File: config.mk
export PLATFORM = sky130hd
export DESIGN_NAME = imem_loader_flat
export DESIGN_NICKNAME = d
export VERILOG_FILES = /design/src/rtl/imem_loader_pkg.sv /design/src/rtl/imem_loader_if.sv /design/src/rtl/imem_loader_byte_assembler.sv /design/src/rtl/imem_loader.sv /design/src/flat_wrapper.sv
export SDC_FILE = /design/constraint.sdc
export NUM_CORES = 1
export LEC_CHECK = 0
export CAP_MARGIN = 20
export CORE_AREA = 2 2 113 159
export DETAILED_ROUTE_END_ITERATION = 6
export DIE_AREA = 0 0 115 161
export DONT_BUFFER_PORTS = 1
export PLACE_DENSITY_LB_ADDON = 0.3
export SETUP_SLACK_MARGIN = 0.5
export SLEW_MARGIN = 20
export SYNTH_ARGS = -nofsm -noshare
export SYNTH_HDL_FRONTEND = slang
export SYNTH_SLANG_ARGS = --single-unit
File: constraint.sdc
create_clock -name clk -period 4.8 [get_ports clk]
set_input_delay 0.24 -clock clk [delete_from_list [all_inputs] [get_ports clk]]
set_output_delay 0.24 -clock clk [all_outputs]
set_load 0.005 [all_outputs]
File: src/rtl/imem_loader_pkg.sv
// Shared types and constants for the instruction-memory loader.
// Optional checksum trailer is enabled by defining IMEM_LOADER_CHECKSUM_EN.
package imem_loader_pkg;

  localparam int unsigned BYTES_PER_WORD = 4;
  localparam int unsigned WORD_W         = 32;
  localparam int unsigned IDX_W          = $clog2(BYTES_PER_WORD);

  typedef enum logic [2:0] {
    IDLE,
    LEN,
    DATA,
    CSUM,
    DONE,
    ERR
  } state_t;

endpackage

File: src/rtl/imem_loader_if.sv
// Byte-stream valid/ready handshake between the host byte source and the loader.
interface imem_loader_if;

  logic       in_valid;
  logic [7:0] in_data;
  logic       in_ready;

  modport master (output in_valid, output in_data, input in_ready);
  modport slave  (input in_valid, input in_data, output in_ready);

endinterface

File: src/rtl/imem_loader_byte_assembler.sv
// Collects BYTES_PER_WORD bytes into a little-endian word. The word and its
// valid pulse are presented combinationally on the transfer of the last byte,
// so the caller can act on it at the same clock edge.
module imem_loader_byte_assembler
  import imem_loader_pkg::*;
(
  input  logic              clk,
  input  logic              reset,
  input  logic              clear,
  input  logic              byte_valid,
  input  logic [7:0]        byte_data,
  output logic [WORD_W-1:0] word,
  output logic              word_valid
);

  logic [IDX_W-1:0]  idx;
  logic [WORD_W-9:0] low;

  // Completing byte lands in the top lane; earlier bytes are already shifted down.
  always_comb begin
    word_valid = byte_valid && (idx == IDX_W'(BYTES_PER_WORD - 1));
    word       = {byte_data, low};
  end

  // Byte index and partial-word shift register.
  always_ff @(posedge clk or posedge reset) begin
    if (reset) begin
      idx <= '0;
      low <= '0;
    end else if (clear) begin
      idx <= '0;
    end else if (byte_valid) begin
      low <= {byte_data, low[WORD_W-9:8]};
      idx <= word_valid ? '0 : idx + 1'b1;
    end
  end

endmodule

File: src/rtl/imem_loader.sv
// Instruction-memory loader: receives a length-prefixed little-endian byte
// image, writes it to sequential word addresses and holds the core in reset
// until the image is complete. Define IMEM_LOADER_CHECKSUM_EN to require a
// trailing 32-bit sum-of-words checksum before the core is released.
module imem_loader
  import imem_loader_pkg::*;
#(
  parameter int unsigned       DEPTH_WORDS = 64,
  parameter logic [WORD_W-1:0] BASE_ADDR   = 32'h0000_0000
) (
  input  logic              clk,
  input  logic              reset,
  input  logic              start,
  imem_loader_if.slave      in_if,
  output logic              imem_we,
  output logic [WORD_W-1:0] imem_addr,
  output logic [WORD_W-1:0] imem_wdata,
  output logic              core_reset_n,
  output logic              done,
  output logic              error
);

  state_t            state, state_next;
  logic              xfer;
  logic              start_load;
  logic              word_valid;
  logic              last_word;
  logic [WORD_W-1:0] word;
  logic [WORD_W-1:0] len_q;
  logic [WORD_W-1:0] wr_count;
  logic [WORD_W-1:0] next_addr;
`ifdef IMEM_LOADER_CHECKSUM_EN
  logic [WORD_W-1:0] sum_q;
`endif

  assign xfer = in_if.in_valid && in_if.in_ready;

  imem_loader_byte_assembler u_asm (
    .clk        (clk),
    .reset      (reset),
    .clear      (start_load),
    .byte_valid (xfer),
    .byte_data  (in_if.in_data),
    .word       (word),
    .word_valid (word_valid)
  );

  // State register.
  always_ff @(posedge clk or posedge reset) begin
    if (reset) state <= IDLE;
    else       state <= state_next;
  end

  // Next-state and state-decoded outputs.
  always_comb begin
    state_next   = state;
    in_if.in_ready = 1'b0;
    done         = 1'b0;
    error        = 1'b0;
    last_word    = (wr_count == len_q - 1'b1);
    case (state)
      IDLE: if (start) state_next = LEN;
      LEN: begin
        in_if.in_ready = 1'b1;
        if (word_valid) begin
          if (word == '0)
`ifdef IMEM_LOADER_CHECKSUM_EN
            state_next = CSUM;
`else
            state_next = DONE;
`endif
          else if (word > WORD_W'(DEPTH_WORDS)) state_next = ERR;
          else                                  state_next = DATA;
        end
      end
      DATA: begin
        in_if.in_ready = 1'b1;
        if (word_valid && last_word)
`ifdef IMEM_LOADER_CHECKSUM_EN
          state_next = CSUM;
`else
          state_next = DONE;
`endif
      end
`ifdef IMEM_LOADER_CHECKSUM_EN
      // sum_q already includes the final data word by the time CSUM is entered.
      CSUM: begin
        in_if.in_ready = 1'b1;
        if (word_valid) state_next = (word == sum_q) ? DONE : ERR;
      end
`endif
      DONE: begin
        done = 1'b1;
        if (start) state_next = LEN;
      end
      ERR: begin
        error = 1'b1;
        if (start) state_next = LEN;
      end
      default: state_next = IDLE;
    endcase
    start_load = (state_next == LEN) && (state != LEN);
  end

  // Length capture, write port, address/count tracking and core reset release.
  always_ff @(posedge clk or posedge reset) begin
    if (reset) begin
      len_q        <= '0;
      wr_count     <= '0;
      next_addr    <= BASE_ADDR;
      imem_we      <= 1'b0;
      imem_addr    <= BASE_ADDR;
      imem_wdata   <= '0;
      core_reset_n <= 1'b0;
`ifdef IMEM_LOADER_CHECKSUM_EN
      sum_q        <= '0;
`endif
    end else begin
      imem_we <= 1'b0;
      // Registered so release lags the final write by one cycle and drops
      // together with done when a new load starts.
      core_reset_n <= (state == DONE) && (state_next == DONE);
      if (start_load) begin
        wr_count  <= '0;
        next_addr <= BASE_ADDR;
`ifdef IMEM_LOADER_CHECKSUM_EN
        sum_q     <= '0;
`endif
      end
      if (state == LEN && word_valid) len_q <= word;
      if (state == DATA && word_valid) begin
        imem_we    <= 1'b1;
        imem_wdata <= word;
        imem_addr  <= next_addr;
        next_addr  <= next_addr + WORD_W'(BYTES_PER_WORD);
        wr_count   <= wr_count + 1'b1;
`ifdef IMEM_LOADER_CHECKSUM_EN
        sum_q      <= sum_q + word;
`endif
      end
    end
  end

endmodule
File: src/flat_wrapper.sv
// flat-port wrapper written by rule: the top's interface ports become plain ports
module imem_loader_flat import imem_loader_pkg::*;
#(
  parameter int unsigned       DEPTH_WORDS = 64,
  parameter logic [WORD_W-1:0] BASE_ADDR   = 32'h0000_0000
)
  (clk, reset, start, imem_we, imem_addr, imem_wdata, core_reset_n, done, error, in_if_in_valid, in_if_in_data, in_if_in_ready);
  imem_loader_if in_if_i ();
  input  logic clk;
  input  logic reset;
  input  logic start;
  output logic imem_we;
  output logic [WORD_W-1:0] imem_addr;
  output logic [WORD_W-1:0] imem_wdata;
  output logic core_reset_n;
  output logic done;
  output logic error;
  input wire logic [$bits(in_if_i.in_valid)-1:0] in_if_in_valid;
  input wire logic [$bits(in_if_i.in_data)-1:0] in_if_in_data;
  output wire logic [$bits(in_if_i.in_ready)-1:0] in_if_in_ready;
  assign in_if_i.in_valid = in_if_in_valid;
  assign in_if_i.in_data = in_if_in_data;
  assign in_if_in_ready = in_if_i.in_ready;
  imem_loader #(.DEPTH_WORDS(DEPTH_WORDS), .BASE_ADDR(BASE_ADDR)) u_core (.clk(clk), .reset(reset), .start(start), .in_if(in_if_i), .imem_we(imem_we), .imem_addr(imem_addr), .imem_wdata(imem_wdata), .core_reset_n(core_reset_n), .done(done), .error(error));
endmodule
==> results of run 1 <==
[power by group through the flow]
stage / sequential (uW) / clock [uW] / combinational, uW
3_5_place_dp: 2230 / 0 / 967
4_1_cts: 2200 / 1460 / 986
5_1_grt: 2250 / 1520 / 1100
2_1_floorplan: 2090 / 0 / 826
6_report: 2200 / 1440 / 986
3_3_place_gp: 2220 / 0 / 950
[worst max-delay path: cells and delay by family, from the launching register on]
| kind | cells | cell delay, ns |
|---|---|---|
| fa+ha+maj | 1 | 0.23 |
| xor+xnor | 1 | 0.10 |
| simple gates | 4 | 1.38 |
| buf+inv | 1 | 0.10 |
| flops | 1 | 0.44 |
| compound gates | 3 | 0.49 |
[through the flow]
stage | setup slack (ns) | total power, uW | hold slack (ns)
after CTS | 1.923 | 4645 | 0.04178
after detailed placement | 1.939 | 3200 | 0.3508
after global routing | 1.720 | 4869 | 0.08100
final | 1.930 | 4626 | 0.05276
after global placement | 2.041 | 3169 | 0.3476
after floorplan | 2.154 | 2911 | 0.3454
[layout make-up]
| class | count | area share |
|---|---|---|
| clock inverters | 15 | 0.01752 |
| clock buffers | 17 | 0.04196 |
| well taps | 206 | 0.02542 |
| flip-flops and latches | 187 | 0.4616 |
| repair buffers | 20 | 0.01975 |
| inverters | 13 | 0.005307 |
| multi-input cells | 736 | 0.4285 |
[sequential cells by signal, summed over array words and instances (netlist names)]
| signal | flops |
|---|---|
| u_core.core_reset_n | 1 |
| u_core.imem_addr | 30 |
| u_core.imem_wdata | 32 |
| u_core.imem_we | 1 |
| u_core.len_q | 32 |
| u_core.next_addr | 30 |
| u_core.state | 3 |
| u_core.u_asm.idx | 2 |
| u_core.u_asm.low | 24 |
| u_core.wr_count | 32 |
[what timing repair did]
action                                 4_1_cts  5_1_grt
hold buffers                                10        0
buffers inserted                             0        0
endpoints found under the hold margin       71        0
[kinds of logic after synthesis]
family / Yosys count
and+or+nand+nor: 474
DFF: 187
AOI/OAI and AO/OA: 144
muxes: 65
buffers and inverters: 62
xor gates and xnor gates: 47
adders and majority gates: 4
other: 1
[cell usage in the layout (no fill, tap or decap), drive strengths merged, types with 4 or more instances in the layout]
cell,count
and4,4
nor3,19
xnor2,18
dlygate4sd3,10
clkinv,5
and3,12
xor2,29
mux2,59
nand4,21
nand2,259
nor2,55
or3,10
o21ai,78
a21oi,16
and2,4
inv,19
nand3,38
o41ai,6
buf,10
nor4,19
dfrtp,187
o31ai,9
nor2b,5
ha,4
clkbuf,17
a31oi,15
nor3b,6
nand3b,4
nand2b,8
mux2i,6
[worst max-delay path by stage]
stage | end | cells after the start
final | u_core.state[1] | 10
after global placement | u_core.state[1] | 10
after detailed placement | u_core.state[1] | 10
after floorplan | u_core.core_reset_n | 1
after global routing | u_core.state[1] | 10
after CTS | u_core.state[1] | 10
[per-layer routing]
metal / vias to the layer above / global-route usage / wire length, um / part of all wire
met5: - / 0 / 0 / 0
met4: 0 / 0.08817 / 445 / 0.021
met2: 187 / 0.4064 / 10650 / 0.50
met1: 3489 / 0.3113 / 9165 / 0.43
li1: 3404 / - / - / -
met3: 30 / 0.04015 / 866 / 0.041
==> results.sh, run 1 <==
export IMPL_overflow=0
export IMPL_dieArea_um2=18520
export IMPL_power_density_nw_per_um2=456.3
export IMPL_p_seq_frac=0.476
export IMPL_drc_errors=0
export IMPL_io_buffers=0
export IMPL_ant_nets=0
export IMPL_fp_dieH_um=161
export IMPL_fin_setup_tns_ns=0
export IMPL_synth_top_family_by_area="simple AND/OR/NAND/NOR gates"
export IMPL_p_switching_uw=1571
export IMPL_ctsResizeCount=0
export IMPL_synthMuxAreaShare=0.07822
export IMPL_critPathKind="flip-flop to flip-flop"
export IMPL_fill_cells=1479
export IMPL_yosys_area_top_type_share=0.5053
export IMPL_avgSynthCellArea_um2=9.412
export IMPL_critPathRequiredTime_ns=5.12
export IMPL_p_int_uw=3055
export IMPL_synth_top_cells_by_count="259 x nand2_1, 187 x dfrtp_1, 73 x o21ai_0"
export IMPL_cp_cell_sequence="inv_1 -> ha_1 -> nor3b_2 -> nand4_4 -> nor3_4 -> xor2_1 -> o31ai_1 -> o21ai_1 -> nor4_2 -> o41ai_1"
export IMPL_fmax_ghz=0.3484
export IMPL_pwr_share_clk=0.310
export IMPL_min_from="start"
export IMPL_rrSetupSlack_ns=1.93
export IMPL_ys_types=67
export IMPL_nNetsFinal=991
export IMPL_vdd_ir_drop_max_mv=0.2870
export IMPL_slowest_delay_ns=0.48
export IMPL_multi_input_area_um2=4344
export IMPL_drt_pass1_iterations=7
export IMPL_cts_tree="done"
export IMPL_fin_crit_ns=2.870
export IMPL_synthCells=984
export IMPL_vias=7110
export IMPL_crit_arrival_ns=3.19
export IMPL_yosysMostFrequentCell="nand2_1"
export IMPL_async_reset_ff_frac=1.000
export IMPL_placed_cells=1151
export IMPL_rsz0062_at_grt="false"
export IMPL_io_pins=81
export IMPL_fin_crit_sh=0.5979
export IMPL_comb_power_share=0.213
export IMPL_stdcell_count=1194
export IMPL_ys_top_cells_by_area="dfrtp_1 51%, nand2_1 10%, mux2_2 7.2%, o21ai_0 3.9%, xor2_1 2.7%"
export IMPL_post_drt_wl_per_cell_um=17.69
export IMPL_drive_gt1_frac=0.1296
export IMPL_grt_max_degree=97
export IMPL_worst_slew_pin_slew_ns=0.7115
export IMPL_root_buffer="clkbuf_16"
export IMPL_cts_sinks=187
export IMPL_grtUsageTotal=0.2408
export IMPL_final_cell_area_um2=10140
export IMPL_drv_cap=0
export IMPL_clockBufferDepth=2
export IMPL_holdPathEnd="u_core.state[2]"
export IMPL_ys_ff_latch=187
export IMPL_start_kind="flip-flop"
export IMPL_maxSlewViolCount=0
export IMPL_synth_adder_area_share=0.005404
export IMPL_syn_area_um2=9261
export IMPL_max_slew_margin_rel=0.5251
export IMPL_dominantRegCellSynth="dfrtp_1"
export IMPL_synth_compound_area_frac=0.09187
export IMPL_grt_pass1_wl_mm=35.67
export IMPL_hold_path_class="primary input to flip-flop"
export IMPL_fin_skew_ns=0.01071
export IMPL_hold_viol_final=0
export IMPL_antenna_found_initial=0
export IMPL_diodes=0
export IMPL_r2r_cells=10
export IMPL_cts_buffers=17
export IMPL_reg2reg_to="u_core.state[1]"
export IMPL_synth_area_leader_cell="dfrtp_1"
export IMPL_r2r_start="u_core.len_q[0]"
export IMPL_core_um2=17120
export IMPL_avgViaCountPerCell=5.955
export IMPL_cp_end_kind="flip-flop"
export IMPL_p_leak_uw=0.004584
export IMPL_cp_max_fo=7
export IMPL_gp_congestion=0.8685
export IMPL_row_count=57
export IMPL_clkTransAtPathRegs_ns=0.07
export IMPL_wirelength_mm=21.13
export IMPL_status="finished clean"
export IMPL_seq_area_um2=4679
export IMPL_start_util=0.5411
export IMPL_htreeDepth=4
export IMPL_placed_area_um2=9415
export IMPL_initialDrtViolationCount=529
export IMPL_synth_edf_count=0
export IMPL_finalSetupViolations=0
export IMPL_synth_xor_area_frac=0.04445
export IMPL_yosys_warnings=0
export IMPL_insertion_delay_ns=0.45
export IMPL_synthSimpleGateAreaFrac=0.2467
export IMPL_utilization=0.5923
export IMPL_whs_path_depth=2
export IMPL_dp_hpwl_mm=14.04
export IMPL_cpMaxStageDelayCell="nor3b_2"
export IMPL_grt_pass1_vias=6991
export IMPL_worstSetupStartpoint="u_core.len_q[0]"
export IMPL_swShare=0.3395
export IMPL_area_growth_pct=9.471
export IMPL_die_w_um=115
export IMPL_synth_seq_area_share=0.5053
No activity file was read; power rests on OpenSTA's default activity.
==> run 2: changes to the inputs <==
ABC_AREA = 1   (was not set)
CORE_AREA = 2 2 118 165   (was 2 2 113 159)
DIE_AREA = 0 0 120 167   (was 0 0 115 161)
clock period = 2.95 ns   (was 4.8 ns; I/O delays follow)
==> results.sh, run 2 <==
export IMPL_insertion_delay_ns=0.44
export IMPL_slowest_delay_ns=0.40
export IMPL_overflow=0
export IMPL_root_buffer="clkbuf_16"
export IMPL_cpMaxStageDelayCell="dfrtp_1"
export IMPL_cp_max_fo=8
export IMPL_initialDrtViolationCount=731
export IMPL_area_growth_pct=15.23
export IMPL_r2r_start="u_core.len_q[0]"
export IMPL_cts_tree="done"
export IMPL_synth_top_cells_by_count="379 x nand2_1, 187 x dfrtp_1, 139 x inv_1"
export IMPL_synthMuxAreaShare=0
export IMPL_rrSetupSlack_ns=0.42
export IMPL_crit_arrival_ns=2.91
export IMPL_yosys_warnings=0
export IMPL_layout_commonest_cell="nand2_1"
export IMPL_worstSetupStartpoint="u_core.len_q[0]"
export IMPL_dp_hpwl_mm=18.04
export IMPL_drv_cap=0
export IMPL_fin_crit_sh=0.8576
export IMPL_post_drt_wl_per_cell_um=16.84
export IMPL_drt_pass1_iterations=7
export IMPL_yosysMostFrequentCell="nand2_1"
export IMPL_fp_dieH_um=167
export IMPL_antenna_found_initial=0
export IMPL_mostFrequentLayoutCells="368 x nand2_1, 183 x dfrtp_1, 137 x o21ai_0"
export IMPL_clockBufferDepth=2
export IMPL_ant_nets=0
export IMPL_synth_top_family_by_area="simple AND/OR/NAND/NOR gates"
export IMPL_dieArea_um2=20040
export IMPL_critPathKind="flip-flop to flip-flop"
export IMPL_fmax_ghz=0.3953
export IMPL_die_w_um=120
export IMPL_dominantRegCellSynth="dfrtp_1"
export IMPL_gp_congestion=0.9048
export IMPL_top_regs="u_core.imem_wdata (32), u_core.len_q (32), u_core.wr_count (32)"
export IMPL_synth_compound_area_frac=0.08530
export IMPL_synth_seq_area_share=0.4664
export IMPL_cp_cell_sequence="inv_2 -> ha_4 -> nand3_4 -> nor2_4 -> buf_4 -> nand3b_1 -> xor2_1 -> nor2_1 -> nand3_1 -> nor2_2 -> nand3_2 -> nand3_4 -> buf_12 -> clkbuf_16 -> nand3_1 -> nand2_1"
export IMPL_cts_buffers=17
export IMPL_fin_setup_tns_ns=0
export IMPL_min_from="start"
export IMPL_drc_errors=0
export IMPL_core_um2=18530
export IMPL_grt_pass1_vias=8578
export IMPL_hold_viol_final=0
export IMPL_finalSetupViolations=0
export IMPL_drive_gt1_frac=0.1245
export IMPL_maxSlewViolCount=0
export IMPL_status="finished clean"
export IMPL_synthCells=1339
export IMPL_fin_crit_ns=2.530
export IMPL_cp_end_kind="flip-flop"
export IMPL_row_count=59
export IMPL_cts_sinks=187
export IMPL_vias=8915
export IMPL_avgSynthCellArea_um2=7.493
export IMPL_io_buffers=0
export IMPL_rsz0062_at_grt="true"
export IMPL_synth_edf_count=0
export IMPL_worst_slew_pin_slew_ns=0.7000
export IMPL_multi_input_area_um2=4767
export IMPL_nNetsFinal=1368
export IMPL_synthSimpleGateAreaFrac=0.3202
export IMPL_ys_top_cells_by_area="dfrtp_1 47%, nand2_1 14%, o21ai_0 6.9%, nand3_1 6.4%, inv_1 5.2%"
export IMPL_vdd_ir_drop_max_mv=0.4415
export IMPL_ys_types=40
export IMPL_start_kind="flip-flop"
export IMPL_grt_pass1_wl_mm=43.62
export IMPL_io_pins=81
export IMPL_avgViaCountPerCell=5.541
export IMPL_ys_ff_latch=187
export IMPL_synth_area_leader_cell="dfrtp_1"
export IMPL_fill_cells=1598
export IMPL_max_slew_margin_rel=0.5324
export IMPL_p_leak_uw=0.005698
export IMPL_grt_max_degree=116
export IMPL_power_density_nw_per_um2=792.2
export IMPL_clkTransAtPathRegs_ns=0.08
export IMPL_grtUsageTotal=0.2734
export IMPL_seq_area_um2=4684
export IMPL_wirelength_mm=27.09
export IMPL_async_reset_ff_frac=1.000
export IMPL_synth_xor_area_frac=0.04103
export IMPL_htreeDepth=4
export IMPL_finalPower_uw=9158
export IMPL_start_util=0.5415
export IMPL_critPathRequiredTime_ns=3.33
export IMPL_yosys_area_top_type_share=0.4664
export IMPL_hold_path_class="primary input to flip-flop"
export IMPL_syn_area_um2=10030
export IMPL_diodes=0
export IMPL_fin_skew_ns=0.01710
export IMPL_synth_adder_area_share=0.004988
[run 2: cell types whose count changed in the layout (fill, tap and decap cells not counted), moves of 20 or more]
cell and delta:
inv_1 +120, nand2_1 +109, nand3_1 +84, o21ai_0 +64
mux2_2 -59, nor2_1 +51, nor2_2 +20
[run 2: repair_timing]
action,4_1_cts,5_1_grt
endpoints found under the setup margin,64,64
resized for setup,13,63
endpoints found under the hold margin,48,0
hold buffers,10,0
buffers inserted,5,13
gates cloned,3,4
pin swaps,3,29
[run 2: layer usage]
metal	track usage	share of wire
met5	0	0
met4	0.09770	0.031
met1	0.3476	0.41
met3	0.04041	0.048
met2	0.4723	0.52
[run 2: worst paths after layout]
| kind | endpoint | cells past startpoint |
|---|---|---|
| setup / recovery | u_core.next_addr[8] | 16 |
| hold / removal | u_core.state[2] | 2 |
| setup reg to reg | u_core.next_addr[8] | 16 |
| min in group asynchronous | u_core.next_addr[10] | 2 |
| hold reg to reg | u_core.u_asm.low[21] | 2 |
| max in group asynchronous | u_core.len_q[13] | 3 |
[run 2: where the power goes]
part	internal [uW]	switching (uW)
Clock	1260	1140
Sequential	2970	472
Combinational	1320	2000
Total	5550	3610
[run 2: cells by family after synthesis]
logic type,after synthesis
fa+ha+maj,4
flops,187
other cells,1
buf+inv,199
simple gates,736
xor+xnor,47
compound gates,165
[run 2: cell type report]
type	count	share of cell area
flip-flops and latches	187	0.4052
repair buffers	48	0.05422
well taps	244	0.02641
clock inverters	14	0.01677
multi-input cells	954	0.4123
clock buffers	18	0.03799
inverters	144	0.04708
[run 2: worst max-delay path, delay by kind of cell (launching register included)]
kind | cells | cell delay, ns
flops | 1 | 0.40
buf+inv | 4 | 0.58
simple gates | 10 | 1.20
xor+xnor | 1 | 0.16
fa+ha+maj | 1 | 0.16
[run 2: per-stage QoR]
stage | cell area (um^2) | std cells | setup slack (ns) | hold WS (ns) | util
after floorplan | 10040 | 1340 | 0.3960 | 0.3402 | -
after global placement | 10230 | 1542 | 0.3787 | 0.1727 | 0.5524
after detailed placement | 10230 | 1542 | 0.3537 | 0.1601 | 0.5524
after CTS | 11140 | 1592 | 0.3965 | 0.001965 | 0.6012
after global routing | 11560 | 1609 | 0.2530 | 0.005621 | 0.6239
final | 11560 | 1609 | 0.4200 | 0.01945 | 0.6239
